## src/rtl/apu_length_sequencer_if.sv

```systemverilog
`default_nettype none
// +-------------------------------------------------------------------------+
// | apu_length_sequencer_if                                                 |
// | Control inputs and status outputs of one APU channel length sequencer.  |
// | Revision: 1.0                                                           |
// +-------------------------------------------------------------------------+
interface apu_length_sequencer_if #(
   parameter int LEN_WIDTH = 6
);
   logic                 clk256_en;
   logic                 length_load;
   logic [LEN_WIDTH-1:0] length_data;
   logic                 length_enable;
   logic                 trigger;
   logic                 dac_on;
   logic                 sweep_clk_en;
   logic                 envelope_clk_en;
   logic [LEN_WIDTH:0]   length_value;
   logic                 channel_on;

   modport master (
      output clk256_en, length_load, length_data, length_enable, trigger, dac_on,
      input  sweep_clk_en, envelope_clk_en, length_value, channel_on
   );

   modport slave (
      input  clk256_en, length_load, length_data, length_enable, trigger, dac_on,
      output sweep_clk_en, envelope_clk_en, length_value, channel_on
   );
endinterface
`default_nettype wire

```

## src/rtl/apu_length_sequencer.sv

```systemverilog
`default_nettype none
// +-------------------------------------------------------------------------+
// | apu_length_sequencer                                                    |
// | 256 Hz step divider (sweep/envelope enables) and channel length counter.|
// | Revision: 1.0                                                           |
// +-------------------------------------------------------------------------+
module apu_length_sequencer #(
   parameter int LEN_WIDTH = 6
) (
   input  wire logic               clk,
   input  wire logic               reset_n,
   apu_length_sequencer_if.slave   bus
);
   localparam logic [LEN_WIDTH:0] c_len_max = {1'b1, {LEN_WIDTH{1'b0}}};

   logic [1:0]         phase_q,    phase_d;
   logic               sweep_q,    sweep_d;
   logic               envelope_q, envelope_d;
   logic [LEN_WIDTH:0] length_q,   length_d;
   logic               chan_on_q,  chan_on_d;
   logic [LEN_WIDTH:0] w_load_val;

   // length_data=0 wraps naturally to the full 2**LEN_WIDTH length
   assign w_load_val = c_len_max - {1'b0, bus.length_data};

   always_comb begin
      phase_d    = phase_q;
      sweep_d    = 1'b0;
      envelope_d = 1'b0;
      if (bus.clk256_en) begin
         phase_d    = phase_q + 2'd1;
         sweep_d    = phase_q[0];
         envelope_d = (phase_q == 2'd3);
      end
   end

   always_comb begin
      length_d  = length_q;
      chan_on_d = chan_on_q;
      if (bus.length_load || bus.trigger) begin
         if (bus.length_load)
            length_d = w_load_val;
         if (bus.trigger) begin
            // zero-check sees the freshly loaded value when both strobes coincide
            if (!bus.length_load && length_q == '0)
               length_d = c_len_max;
            chan_on_d = bus.dac_on;
         end
      end else if (bus.clk256_en && bus.length_enable && length_q != '0) begin
         length_d = length_q - 1'b1;
         if (length_q == {{LEN_WIDTH{1'b0}}, 1'b1})
            chan_on_d = 1'b0;
      end
      if (!bus.dac_on)
         chan_on_d = 1'b0;
   end

   always_ff @(posedge clk or negedge reset_n) begin
      if (!reset_n) begin
         phase_q    <= 2'd0;
         sweep_q    <= 1'b0;
         envelope_q <= 1'b0;
         length_q   <= '0;
         chan_on_q  <= 1'b0;
      end else begin
         phase_q    <= phase_d;
         sweep_q    <= sweep_d;
         envelope_q <= envelope_d;
         length_q   <= length_d;
         chan_on_q  <= chan_on_d;
      end
   end

   assign bus.sweep_clk_en    = sweep_q;
   assign bus.envelope_clk_en = envelope_q;
   assign bus.length_value    = length_q;
   assign bus.channel_on      = chan_on_q;
endmodule
`default_nettype wire

```

## src/flat_wrapper.sv

```systemverilog
// flat-port wrapper written by rule: the top's interface ports become plain ports
module apu_length_sequencer_flat 
#(
   parameter int LEN_WIDTH = 6
)
  (clk, reset_n, bus_clk256_en, bus_length_load, bus_length_data, bus_length_enable, bus_trigger, bus_dac_on, bus_sweep_clk_en, bus_envelope_clk_en, bus_length_value, bus_channel_on);
  apu_length_sequencer_if #(.LEN_WIDTH(LEN_WIDTH)) bus_i ();
  input  wire logic clk;
  input  wire logic reset_n;
  input wire logic [$bits(bus_i.clk256_en)-1:0] bus_clk256_en;
  input wire logic [$bits(bus_i.length_load)-1:0] bus_length_load;
  input wire logic [$bits(bus_i.length_data)-1:0] bus_length_data;
  input wire logic [$bits(bus_i.length_enable)-1:0] bus_length_enable;
  input wire logic [$bits(bus_i.trigger)-1:0] bus_trigger;
  input wire logic [$bits(bus_i.dac_on)-1:0] bus_dac_on;
  output wire logic [$bits(bus_i.sweep_clk_en)-1:0] bus_sweep_clk_en;
  output wire logic [$bits(bus_i.envelope_clk_en)-1:0] bus_envelope_clk_en;
  output wire logic [$bits(bus_i.length_value)-1:0] bus_length_value;
  output wire logic [$bits(bus_i.channel_on)-1:0] bus_channel_on;
  assign bus_i.clk256_en = bus_clk256_en;
  assign bus_i.length_load = bus_length_load;
  assign bus_i.length_data = bus_length_data;
  assign bus_i.length_enable = bus_length_enable;
  assign bus_i.trigger = bus_trigger;
  assign bus_i.dac_on = bus_dac_on;
  assign bus_sweep_clk_en = bus_i.sweep_clk_en;
  assign bus_envelope_clk_en = bus_i.envelope_clk_en;
  assign bus_length_value = bus_i.length_value;
  assign bus_channel_on = bus_i.channel_on;
  apu_length_sequencer #(.LEN_WIDTH(LEN_WIDTH)) u_core (.clk(clk), .reset_n(reset_n), .bus(bus_i));
endmodule
```

## config.mk

```make
export PLATFORM = sky130hd
export DESIGN_NAME = apu_length_sequencer_flat
export DESIGN_NICKNAME = d
export VERILOG_FILES = /design/src/rtl/apu_length_sequencer_if.sv /design/src/rtl/apu_length_sequencer.sv /design/src/flat_wrapper.sv
export SDC_FILE = /design/constraint.sdc
export NUM_CORES = 1
export LEC_CHECK = 0
export BUFFER_PORTS_ARGS = -buffer_cell sky130_fd_sc_hd__buf_2
export CAP_MARGIN = 10
export CORE_UTILIZATION = 50
export CTS_CLUSTER_SIZE = 20
export DETAILED_ROUTE_END_ITERATION = 16
export PLACE_DENSITY = 0.8
export SLEW_MARGIN = 20
export SYNTH_ARGS = -nofsm -noshare
export SYNTH_HDL_FRONTEND = slang
export SYNTH_SLANG_ARGS = --single-unit
```

## constraint.sdc

```tcl
create_clock -name clk -period 2.5 [get_ports clk]
set_clock_uncertainty 0.1 [all_clocks]
set_input_delay 0.5 -clock clk [delete_from_list [all_inputs] [get_ports clk]]
set_output_delay 0.5 -clock clk [all_outputs]
set_load 0.1 [all_outputs]
```

# == After elaboration in Yosys (flattened, before gate mapping) ==
# Cells that the tools add are included.
# classes
add_sub_neg,3
n_eq_ne,5
mux,12
n_reduce_logical,9
# ops
cell,n
7-bit 2-to-1 mux,5
7-bit by 1-bit equality test with 1-bit output (second input constant),1
7-bit logical NOT,1
1-bit 2-to-1 mux,7
7-bit nonzero test,1
7-bit by 1-bit subtractor with 7-bit output (second input constant),1
7-bit by 6-bit subtractor with 7-bit output (first input constant),1
3-bit by 1-bit inequality test with 1-bit output (second input constant),2
1-bit logical AND,3
3-bit inequality test (second input constant),1
3-bit AND reduction,1
2-bit by 1-bit adder with 2-bit output (second input constant),1
2-bit equality test (second input constant),1
2-bit nonzero test,1
1-bit logical NOT,1
1-bit logical OR,1
# totals
ff_bits,12
inputBits,13
out_inout_bits,10
elab_cells,34

# == Logic depth before layout (Yosys ltp) ==
# depth
ltp_word,5
ltp_mapped,6
mapped_depth_nobuf,6

# == Worst setup path after synthesis ==
# OpenSTA, ideal clock, no wires.
# synth_timing
path_type,reg2reg
startpoint,"register u_core.length_q[0], in the netlist u_core.bus.length_value[0]"
endpoint,"register u_core.length_q[3], in the netlist u_core.bus.length_value[3]"
setup_ns,0.136
arrival_time_ns,2.141
required_ns,2.264
slack_ns,0.124
path_stages_with_launch,7
n_path_buf,0
period_less_slack_ns,2.376
cell_sequence,dfrtp_1 -> inv_1 -> ha_1 -> nor2b_1 -> a211oi_1 -> xnor2_1 -> mux2i_1
# synth_between
elab_chain_len,5
elab_cells_between_ends,10
cone_classes,add/sub (1); mux (4); reduce/logical (5)
# synth_rtl
element,line_no,rtl
from (decl),apu_length_sequencer.sv:19,"logic [LEN_WIDTH:0] length_q, length_d;"
from (signal assigned),apu_length_sequencer.sv:69,length_q <= length_d;
branches (longest 5 deep; another with 7-bit by 1-bit subtractor with 7-bit output),n/a,
# Parallel ways; which one is timed is not known. The select of a mux whose other input is x is not followed.
# A chain may end at the register's enable or synchronous reset.

# == Worst setup path in the final report ==
# layout_timing
startpoint,"register u_core.length_q[2], in the netlist u_core.bus.length_value[2]"
endpoint,"register u_core.length_q[5], in the netlist u_core.bus.length_value[5]"
# The elaborated chain is that of the path after synthesis.

==> impl_metrics.tcl <==
set metrics [dict create \
    hp-class "input port to register" \
    timing.rr.end "u_core.bus.length_value[5]" \
    ys_async_sr_fraction 1.00 \
    hold_viol 0 \
    hold-worst-slack_ps 369 \
    dominantRegCellSynth "dfrtp_1" \
    rows 14 \
    fin_ws_ps 626 \
    gp_congestion 0.910 \
    worstPathArrival_ps 1930 \
    n_antenna_cell 0 \
    tns_ps 0 \
    final_cell_area_um2 970 \
    synth-seq-area-share 0.373 \
    nFillCells 122 \
    layout-drive-gt1-share 0.280 \
    drcViolationCount 0 \
    setup_viol 0 \
    place_inst 118 \
    areaGrowthSynthToFinish_pct 20.5 \
    post_cts_buffers 0 \
    synth_area_um2 805 \
    die_y_um 42.1 \
    r2r.worst_path.cells 4 \
    drt_iter0_markers 26 \
    vdd.ir_drop.worst_mv 0.434 \
    finalCritPeriodShare 0.750 \
    synth_edf_count 0 \
    die_w_um 42.1 \
    syn_inst 83 \
    clkTransAtPathRegs_ps 80 \
    syn_nets 101 \
    numCtsBuffers 3 \
    slew_headroom 0.576 \
    p_total_uw 766 \
    startpoint_type "register" \
    clock_sinks 12 \
    hold_start "bus_dac_on" \
    worst_slew_pin_slew_ps 630 \
    ys_warn_count 0 \
    grt_pass1_wl_um 2860 \
    maxCapViolCount 0 \
    critPathRequiredTime_ps 2550 \
    wirelength_um 1740 \
    grt_pass1_vias 691 \
    cts_root_buf "clkbuf_4" \
    stdcell_count 123 \
    max_freq_mhz 534 \
    regArea_um2 300 \
    status "completed" \
    tritoncts "done" \
    antenna_left 0 \
    syn-mean-instance-area_um2 9.69 \
    leakagePower_nw 0.436 \
    powerDensity_nw_per_um2 790 \
    pin_count 23 \
    final_nets 126 \
    firstDrtPassIters 4 \
    h-tree-depth 1 \
    multi_input_area_um2 474 \
    antenna_found_initial 0 \
    core_um2 1510 \
    vias_per_cell 5.94 \
    layout_min_cycle_time_ps 1870 \
    dieArea_um2 1770 \
    clk_path_buf_depth 2 \
    grt_max_degree 15 \
    ys_ff_latch 12 \
    r2r_slack_ps 630 \
    rsz0062_at_grt "false" \
    whs_endpoint "u_core.bus.channel_on" \
    cts_resized 0 \
    critPathMaxFanout 7 \
    io_buffers 22 \
    track_usage 0.215 \
    routedWlPerCell_um 14.1 \
    fin_util 0.644 \
    slew_violations 0 \
    crit_path_end_kind "register" \
    clock_latency_ps 280 \
    hold_depth 3 \
    r2r_start "u_core.bus.length_value[2]" \
    synth_cell_types 34 \
    hold_buffers 1 \
    globalRoute.totalOverflow 0 \
    dr_total_vias 731 \
    preCtsSetupSlack_ps 526 \
    critPathKind "register to register" \
    placed_cell_area_um2 923 \
    start_util 0.534 \
    hpwl_um 1340 \
]
[cell type report]
class / count / area share
clock buffer: 4 / 0.0374
inverter: 5 / 0.0194
multi-input combinational: 63 / 0.489
sequential: 12 / 0.310
tap: 16 / 0.0206
timing repair buffer: 23 / 0.124
[worst max-delay path: stages (launching register included)]
cell and delay [ps]:
dfrtp_1 450, or4_1 540, or4_1 420, a21oi_1 160, a22oi_1 80
[layer usage]
metal,global-route usage,vias up,part of all wire
met5,0,-,0
met4,0.100,0,0.012
met3,0.0345,2,0.033
met2,0.375,23,0.51
met1,0.256,346,0.44
li1,-,360,-
[Yosys cell counts, types with 3 or more instances]
library cell	n	area (um2)
dfrtp_1	12	300
ha_1	5	62.6
inv_1	5	18.8
xor2_1	5	43.8
a21oi_1	4	20.0
nand2_1	4	15.0
a211oi_1	3	22.5
a31oi_1	3	18.8
and2_1	3	18.8
clkbuf_1	3	11.3
mux2i_1	3	30.0
nor3_1	3	15.0
[cell families (layout without fill, tap and decap cells)]
| logic type | Yosys count | count (layout) | share of synthesized area |
|---|---|---|---|
| multiplexers | 4 | 4 | 0.0513 |
| buffers and inverters | 8 | 32 | 0.0373 |
| AO/OA/AOI/OAI | 20 | 20 | 0.166 |
| adder cells (fa/ha/maj) | 5 | 5 | 0.0778 |
| AND/OR/NAND/NOR | 27 | 27 | 0.218 |
| flip-flops | 12 | 12 | 0.373 |
| XOR/XNOR | 7 | 7 | 0.0762 |
[cell usage in the layout, fill, tap and decap left out, types with 2 or more instances in the layout]
cell / instances
a22oi_1: 2
nand3_1: 2
o211ai_1: 2
nand2_1: 4
nor3_1: 3
dfrtp_1: 12
nor4_2: 2
buf_2: 22
clkbuf_4: 3
ha_1: 5
o21ai_0: 2
a31oi_1: 3
nor2_1: 2
a211oi_1: 3
xnor2_1: 2
and2_1: 3
a21oi_1: 4
mux2i_1: 3
inv_1: 5
xor2_1: 5
or4_1: 2
[worst max path at each step]
stage | startpoint | to | slack [ps] | cells after the start
2_1_floorplan | u_core.bus.length_value[0] | u_core.bus.length_value[3] | 120 | 6
3_3_place_gp | bus_trigger | u_core.bus.length_value[5] | 580 | 5
3_5_place_dp | bus_trigger | u_core.bus.length_value[5] | 530 | 5
4_1_cts | u_core.bus.length_value[2] | u_core.bus.length_value[5] | 620 | 4
5_1_grt | u_core.bus.length_value[0] | u_core.bus.length_value[3] | 510 | 6
6_report | u_core.bus.length_value[2] | u_core.bus.length_value[5] | 630 | 4
[power breakdown]
part	leakage (nW)	switching (mW)	internal (mW)
sequential	0.143	0.0379	0.235
combinational	0.272	0.258	0.0795
clock	0.0210	0.0675	0.0885
total	0.436	0.363	0.403
[registers in the layout, summed over array words and instances (netlist names)]
signal / flops
u_core.bus.length_value: 7
u_core.phase_q: 2
u_core.bus.channel_on: 1
u_core.bus.envelope_clk_en: 1
u_core.bus.sweep_clk_en: 1
Power figures use the tool's default switching activity.
